[config.mk]
export PLATFORM = sky130hd
export DESIGN_NAME = fifo_ctrl
export DESIGN_NICKNAME = d
export VERILOG_FILES = /design/src/rtl/fifo_ctrl.sv
export SDC_FILE = /design/constraint.sdc
export NUM_CORES = 1
export LEC_CHECK = 0
export ABC_AREA = 1
export CAP_MARGIN = 20
export CORE_MARGIN = 3
export CORE_UTILIZATION = 47
export DETAILED_ROUTE_END_ITERATION = 7
export GPL_TIMING_DRIVEN = 1
export PLACE_DENSITY = 0.86
export SYNTH_ARGS = -nofsm -noshare
export SYNTH_HDL_FRONTEND = slang
export SYNTH_SLANG_ARGS = --single-unit
export TNS_END_PERCENT = 1
[constraint.sdc]
create_clock -name clk -period 4.8 [get_ports clk]
set_clock_uncertainty 0.1 [all_clocks]
set_input_delay 0.96 -clock clk [delete_from_list [all_inputs] [get_ports clk]]
set_output_delay 0.96 -clock clk [all_outputs]
set_load 0.005 [all_outputs]
[src/rtl/fifo_ctrl.sv]
// fifo_ctrl: control stage of the 8-entry FIFO.
// Arbitrates write/read requests, keeps head/tail pointers and occupancy,
// drives the write-decode and read-mux strobes/addresses, and reports
// one-cycle ack/error status from a registered state machine.
// Optional feature macro: FIFO_CTRL_ALMOST_FLAGS_EN adds almost_full and
// almost_empty outputs.
module fifo_ctrl #(
  parameter int AW    = 3,
  parameter int DEPTH = 2 ** AW
) (
  input  logic          clk,
  input  logic          reset,
  input  logic          wr_en,
  input  logic          rd_en,
  output logic          we,
  output logic [AW-1:0] wr_addr,
  output logic          re,
  output logic [AW-1:0] rd_addr,
  output logic          full,
  output logic          empty,
  output logic          wr_ack,
  output logic          wr_err,
  output logic          rd_ack,
  output logic          rd_err,
  output logic [AW:0]   data_count
`ifdef FIFO_CTRL_ALMOST_FLAGS_EN
  ,
  output logic          almost_full,
  output logic          almost_empty
`endif
);

  typedef enum logic [2:0] {
    S_INIT,
    S_NO_OP,
    S_WRITE,
    S_WR_ERROR,
    S_READ,
    S_RD_ERROR
  } state_t;

  localparam logic [AW:0] CountFull = (AW+1)'(DEPTH);
  localparam logic [AW:0] CountZero = '0;

  logic [AW-1:0] head_q, head_d;
  logic [AW-1:0] tail_q, tail_d;
  logic [AW:0]   count_q, count_d;
  state_t        state_q, state_d;

  logic wrOnly;
  logic rdOnly;
  logic fullNow;
  logic emptyNow;

  assign fullNow  = (count_q == CountFull);
  assign emptyNow = (count_q == CountZero);

  // Request decode, strobe generation, next pointer/count and next FSM state.
  // Simultaneous read and write requests are treated as a no-op.
  always_comb begin
    wrOnly  = wr_en & ~rd_en & ~reset;
    rdOnly  = rd_en & ~wr_en & ~reset;
    we      = wrOnly & ~fullNow;
    re      = rdOnly & ~emptyNow;
    head_d  = head_q;
    tail_d  = tail_q;
    count_d = count_q;
    state_d = S_NO_OP;
    if (we) begin
      tail_d  = tail_q + AW'(1);
      count_d = count_q + (AW+1)'(1);
    end else if (re) begin
      head_d  = head_q + AW'(1);
      count_d = count_q - (AW+1)'(1);
    end
    if (wrOnly) begin
      state_d = fullNow ? S_WR_ERROR : S_WRITE;
    end else if (rdOnly) begin
      state_d = emptyNow ? S_RD_ERROR : S_READ;
    end
  end

  // Pointer and occupancy registers; reset discards all contents.
  always_ff @(posedge clk) begin
    if (reset) begin
      head_q  <= '0;
      tail_q  <= '0;
      count_q <= '0;
    end else begin
      head_q  <= head_d;
      tail_q  <= tail_d;
      count_q <= count_d;
    end
  end

  // Status state machine; INIT is entered only through reset.
  always_ff @(posedge clk) begin
    if (reset) begin
      state_q <= S_INIT;
    end else begin
      state_q <= state_d;
    end
  end

  assign wr_addr    = tail_q;
  assign rd_addr    = head_q;
  assign full       = fullNow;
  assign empty      = emptyNow;
  assign data_count = count_q;

  assign wr_ack = (state_q == S_WRITE);
  assign wr_err = (state_q == S_WR_ERROR);
  assign rd_ack = (state_q == S_READ);
  assign rd_err = (state_q == S_RD_ERROR);

`ifdef FIFO_CTRL_ALMOST_FLAGS_EN
  assign almost_full  = ~reset & (count_q == CountFull - (AW+1)'(1));
  assign almost_empty = ~reset & (count_q == (AW+1)'(1));
`endif

endmodule

==> key figures, run 1 <==
Cells and area
  • Most common cell after layout, fill and taps aside: clkdlybuf4s50_1
  • Net count, final: 124
  • Layout cell share with drive strength beyond 1: 0.0877
  • Diode count: 0
  • Final Non-Filler Cells: 129
  • Area growth syn-to-layout: 37.8%
  • Most frequent cells in the layout: clkdlybuf4s50_1, nor2_1, nand2_1, dfxtp_1, inv_1

STA
  • Sum Neg Setup Slack: 0 ns
  • Slew margin rel.: 0.793
  • Max Clock Freq: 0.279 GHz
  • Worst slew pin tran: 0.310 ns
  • Minimum clock period: 3.59 ns
  • Final hold violation count: 0
  • # setup viols final: 0
  • Fin crit share: 0.748
  • Max-slew violation count: 0
  • RSZ-0062 raised after global routing: false

Floorplan
  • Area of the die: 1930 µm²
  • Starting Density: 0.513
  • Die W: 43.9 µm
  • FP Rows: 13
  • IO Pins: 22
  • Die height: 43.9 µm
  • Core Region: 1320 µm²

Detailed routing
  • Drt total wl: 1460 µm
  • DR WL/cell: 11.3 µm
  • Post-route DRC: 0
  • First-pass DRT Iterations: 4
  • DRT iter0 DRCs: 17
  • Vias: 642
  • Via-to-Cell Ratio: 4.98
  • Final ANT Viol Nets: 0

Placed design
  • Hpwl dp: 1160 µm
  • Dpl cells: 125
  • RePlAce Congestion: 0.784
  • PortBufs: 21

CTS
  • TritonCTS clock tree: yes
  • CTS HTree Levels: 1
  • CTS clock-pin slew for the worst setup and hold paths: 0.08 ns
  • Longest Clk Path Bufs: 2
  • Post-CTS Setup Inserts: 0
  • CTS Hold Buffers Added: 0
  • Sinks on the clock net: 13
  • Clk_lat worst skew: 0.27 ns
  • PostCTS Resize Cnt: 0
  • CTS Buf Count: 3
  • Root Buffer: clkbuf_4

Worst setup path
  • CP Max Fanout: 10
  • Crit path DAT: 2.53 ns
  • Reg2reg setup slack: 2.90 ns
  • Crit path launch type: primary input
  • Crit Path Class: primary input to primary output
  • CP endpoint kind: primary output
  • Worst Path Required: 3.74 ns

Global routing
  • First-pass GRT wire length: 2610 µm
  • Gr ovfl total: 0
  • Largest net degree at the start of global routing: 11
  • Initial antenna violation count: 0
  • Total track usage: 0.180
  • Vias in the first global route: 630

Logic synthesis
  • Post-synthesis instance total: 89
  • Netlist cell types: 15
  • Sequential fraction of the synthesis area: 0.385
  • Synth Cell Area: 676 µm²
  • Synth warn: 0
  • Post-synthesis area per instance: 7.59 µm²
  • Net Count, Synth: 98
  • Seq cells post-synth: 13

Power and ir drop
  • Leak pwr: 0.440 nW
  • PD cells: 309 nW/µm²
  • Worst ir drop on vdd: 0.201 mV
  • Total Power: 288 µW

Job
  • Max Cap Violations: 0

Worst hold path
  • Hold Crit Class: flop to flop

Run status
  • Run status: completed
==> layer usage <==
metal / up-vias / wire length (µm) / global-route usage / part of all wire
li1: 328 / - / - / -
met1: 295 / 653 / 0.228 / 0.45
met2: 15 / 714 / 0.291 / 0.49
met3: 4 / 65 / 0.0415 / 0.045
met4: 0 / 23 / 0.0723 / 0.016
met5: - / 0 / 0 / 0
==> cells in the mapped netlist <==
master   count  area, µm²
nor2_1      18       67.6
dfxtp_1     13        260
nand2_1     13       48.8
inv_1       12       45.0
o21ai_0      6       30.0
a21oi_1      4       20.0
ha_1         4       50.1
nor3_1       4       20.0
xor2_1       4       35.0
nand2_4      3       33.8
nand3_1      3       15.0
inv_2        2       7.51
fa_1         1       20.0
nor2_2       1       6.26
nor3_4       1       16.3
==> report_power, final <==
group          internal, mW  switching [mW]  total (mW)
registers             0.117          0.0103       0.127
logic                0.0468          0.0459      0.0927
clock network        0.0322          0.0353      0.0674
total                 0.196          0.0915       0.288
==> through the flow <==
stage | hold WS, ns | worst slack [ns] | instance area (µm²) | utilization
final | 0.399 | 1.21 | 931 | 0.707
after detailed placement | 0.387 | 1.22 | 905 | 0.687
after global routing | 0.414 | 1.11 | 931 | 0.707
after CTS | 0.402 | 1.20 | 931 | 0.707
after floorplan | 0.371 | 2.32 | 676 | -
after global placement | 0.375 | 1.25 | 905 | 0.687
==> state kept, by name, summed over array words and instances, names as in the netlist <==
| signal | count |
|---|---|
| data_count | 4 |
| state_q | 3 |
| wr_addr | 3 |
| rd_addr | 3 |
==> cell families after synthesis <==
group / after synthesis / synth area share
and+or+nand+nor: 43 / 0.307
buffers and inverters: 14 / 0.0778
DFF: 13 / 0.385
AOI/OAI and AO/OA: 10 / 0.0741
adders and majority gates: 5 / 0.104
xor gates and xnor gates: 4 / 0.0518
==> cell type report <==
class / count / area (µm²)
sequential: 13 / 260
multi-input combinational: 62 / 363
fill: 120 / 387
inverter: 14 / 52.6
clock buffer: 4 / 26.3
timing repair buffer: 21 / 210
tap: 15 / 18.8
==> path summary, 6_finish.rpt <==
check           startpoint            end  cells after the start
min             rd_addr[2]     rd_addr[2]                      2
max reg2reg  data_count[0]  data_count[3]                     10
min reg2reg     rd_addr[2]     rd_addr[2]                      2
max                  reset             we                      5
==> critical path, stage by stage <==
cell and delay, ns:
clkdlybuf4s50_1 0.56, nor3_4 0.28, nand2_4 0.14, inv_2 0.09
clkdlybuf4s50_1 0.49
No activity file was read; power rests on OpenSTA's default activity.
==> run 2, diff against run 1 <==
--- a/config.mk
+++ b/config.mk
@@ -8,10 +8,10 @@
 export ABC_AREA = 1
 export CAP_MARGIN = 20
 export CORE_MARGIN = 3
-export CORE_UTILIZATION = 47
+export CORE_UTILIZATION = 39
 export DETAILED_ROUTE_END_ITERATION = 7
 export GPL_TIMING_DRIVEN = 1
-export PLACE_DENSITY = 0.86
+export PLACE_DENSITY = 0.77
 export SYNTH_ARGS = -nofsm -noshare
 export SYNTH_HDL_FRONTEND = slang
 export SYNTH_SLANG_ARGS = --single-unit
==> constraint.sdc (replaced) <==
create_clock -name clk -period 3.09 [get_ports clk]
set_clock_uncertainty 0.1 [all_clocks]
set_input_delay 0.618 -clock clk [delete_from_list [all_inputs] [get_ports clk]]
set_output_delay 0.618 -clock clk [all_outputs]
set_load 0.005 [all_outputs]
==> run 2 against run 1 <==
Compared with the run above: routed wire length shrank 0.75%; combinational power up 56%; sequential power grew 57%; clock power up 59%; sequential share of layout area about the same; utilization down 12 points; critical path depth stayed put; first-iteration DRC count is 12% higher; critical path type unchanged.
==> key figures, run 2 (synthesis results as in run 1) <==
CTS
  • Longest Clk Path Bufs: 2
  • CTS Hold Buffers Added: 0
  • Clk_lat worst skew: 0.28 ns
  • PostCTS Resize Cnt: 0
  • CTS HTree Levels: 1
  • Sinks on the clock net: 13
  • CTS clock-pin slew for the worst setup and hold paths: 0.08 ns
  • Post-CTS Setup Inserts: 0
  • TritonCTS clock tree: yes
  • Root Buffer: clkbuf_4
  • CTS Buf Count: 3

Worst hold path
  • Hold EP: wr_addr[0]
  • Hold Crit Class: flop to flop
  • Hold Crit Start: wr_addr[0]
  • Hold depth: 2

Cells and area
  • Most frequent cells in the layout: clkdlybuf4s50_1, nor2_1, nand2_1, dfxtp_1, inv_1
  • Design Area, Final: 932 µm²
  • Most common cell after layout, fill and taps aside: clkdlybuf4s50_1
  • Number of flip-flops in the largest register: 4
  • Diode count: 0
  • Net count, final: 124
  • Area growth syn-to-layout: 38.0%
  • Layout cell share with drive strength beyond 1: 0.0877

Floorplan
  • Die height: 47.6 µm
  • Starting Density: 0.429
  • FP Rows: 14
  • Area of the die: 2270 µm²
  • Die W: 47.6 µm
  • Core Region: 1580 µm²
  • IO Pins: 22

Worst setup path
  • Crit Path Class: primary input to primary output
  • Register-to-Register Path Depth: 10
  • Highest-delay cell along the critical path: clkdlybuf4s50_1
  • R2r startpoint: data_count[0]
  • Crit path launch type: primary input
  • Reg-to-reg critical path endpoint: data_count[3]
  • CP Buf/Inv Count: 3
  • Worst Path Required: 2.37 ns
  • Cell family with most CP delay: buffers and inverters
  • CP Max Fanout: 10
  • CP cell instances: clkdlybuf4s50_1 > nor3_4 > nand2_4 > inv_2 > clkdlybuf4s50_1
  • Critical Path Most Common Cell: clkdlybuf4s50_1
  • Reg2reg setup slack: 1.16 ns
  • Crit path DAT: 2.18 ns
  • Critical path's largest stage delay: 0.57 ns
  • CP endpoint kind: primary output

Detailed routing
  • Final ANT Viol Nets: 0
  • DR WL/cell: 11.1 µm
  • Via-to-Cell Ratio: 5.02
  • Drt total wl: 1450 µm
  • First-pass DRT Iterations: 4
  • Vias: 652
  • DRT iter0 DRCs: 19
  • Post-route DRC: 0

Job
  • Max Cap Violations: 0

Global routing
  • First-pass GRT wire length: 2140 µm
  • Largest net degree at the start of global routing: 11
  • Total track usage: 0.136
  • Vias in the first global route: 513
  • Gr ovfl total: 0
  • Initial antenna violation count: 0

STA
  • Setup ws final: 0.192 ns
  • Sum Neg Setup Slack: 0 ns
  • Max-slew violation count: 0
  • RSZ-0062 raised after global routing: false
  • Worst slew pin tran: 0.332 ns
  • Slew margin rel.: 0.778
  • Final hold violation count: 0
  • Max Clock Freq: 0.345 GHz
  • Minimum clock period: 2.90 ns
  • Worst hold slack: 0.397 ns
  • # setup viols final: 0
  • Fin crit share: 0.938

Run status
  • Run status: completed

Power and ir drop
  • PD cells: 483 nW/µm²
  • Total Power: 451 µW
  • Worst ir drop on vdd: 0.267 mV
  • Leak pwr: 0.440 nW

Placed design
  • Place WS: 0.187 ns
  • PortBufs: 21
  • Post-place instance area: 906 µm²
  • Hpwl dp: 1150 µm
  • RePlAce Congestion: 0.730
run 2: layout make-up:
type                    instances  area (µm²)
fillers                       144         644
clock buffers                   4        26.3
well taps                      16        20.0
multi-input cells              62         363
flip-flops and latches         13         260
inverters                      14        52.6
repair buffers                 21         210
run 2: worst max-delay path by stage:
stage / startpoint / endpoint / slack [ns] / depth (start not counted)
finish: reset / we / 0.19 / 5
global route: reset / we / 0.09 / 5
CTS: reset / we / 0.18 / 5
detailed placement: reset / we / 0.19 / 5
global placement: reset / we / 0.21 / 5
floorplan: rd_en / data_count[3] / 1.12 / 9
run 2: power breakdown:
part / switching, mW / leakage [nW] / internal [mW]
Sequential: 0.0167 / 0.106 / 0.182
Clock: 0.0572 / 0.0150 / 0.0502
Combinational: 0.0715 / 0.318 / 0.0730
run 2: metal layers:
metal / vias up / GRT usage / share of wire
li1: 333 / - / -
met5: - / 0 / 0
met3: 5 / 0.0338 / 0.053
met1: 287 / 0.175 / 0.45
met4: 0 / 0.0645 / 0.025
met2: 27 / 0.214 / 0.48
run 2: tightest hold or removal path: cells and delay by family (launching register included):
family | cells | cell delay [ns]
buf+inv | 1 | 0.07
compound gates | 1 | 0.05
flops | 1 | 0.33
run 2: metrics by stage:
| step | std cells | util |
|---|---|---|
| floorplan | 89 | - |
| CTS | 130 | 0.591 |
| finish | 130 | 0.591 |
| global route | 130 | 0.591 |
| detailed placement | 126 | 0.575 |
| global placement | 126 | 0.575 |
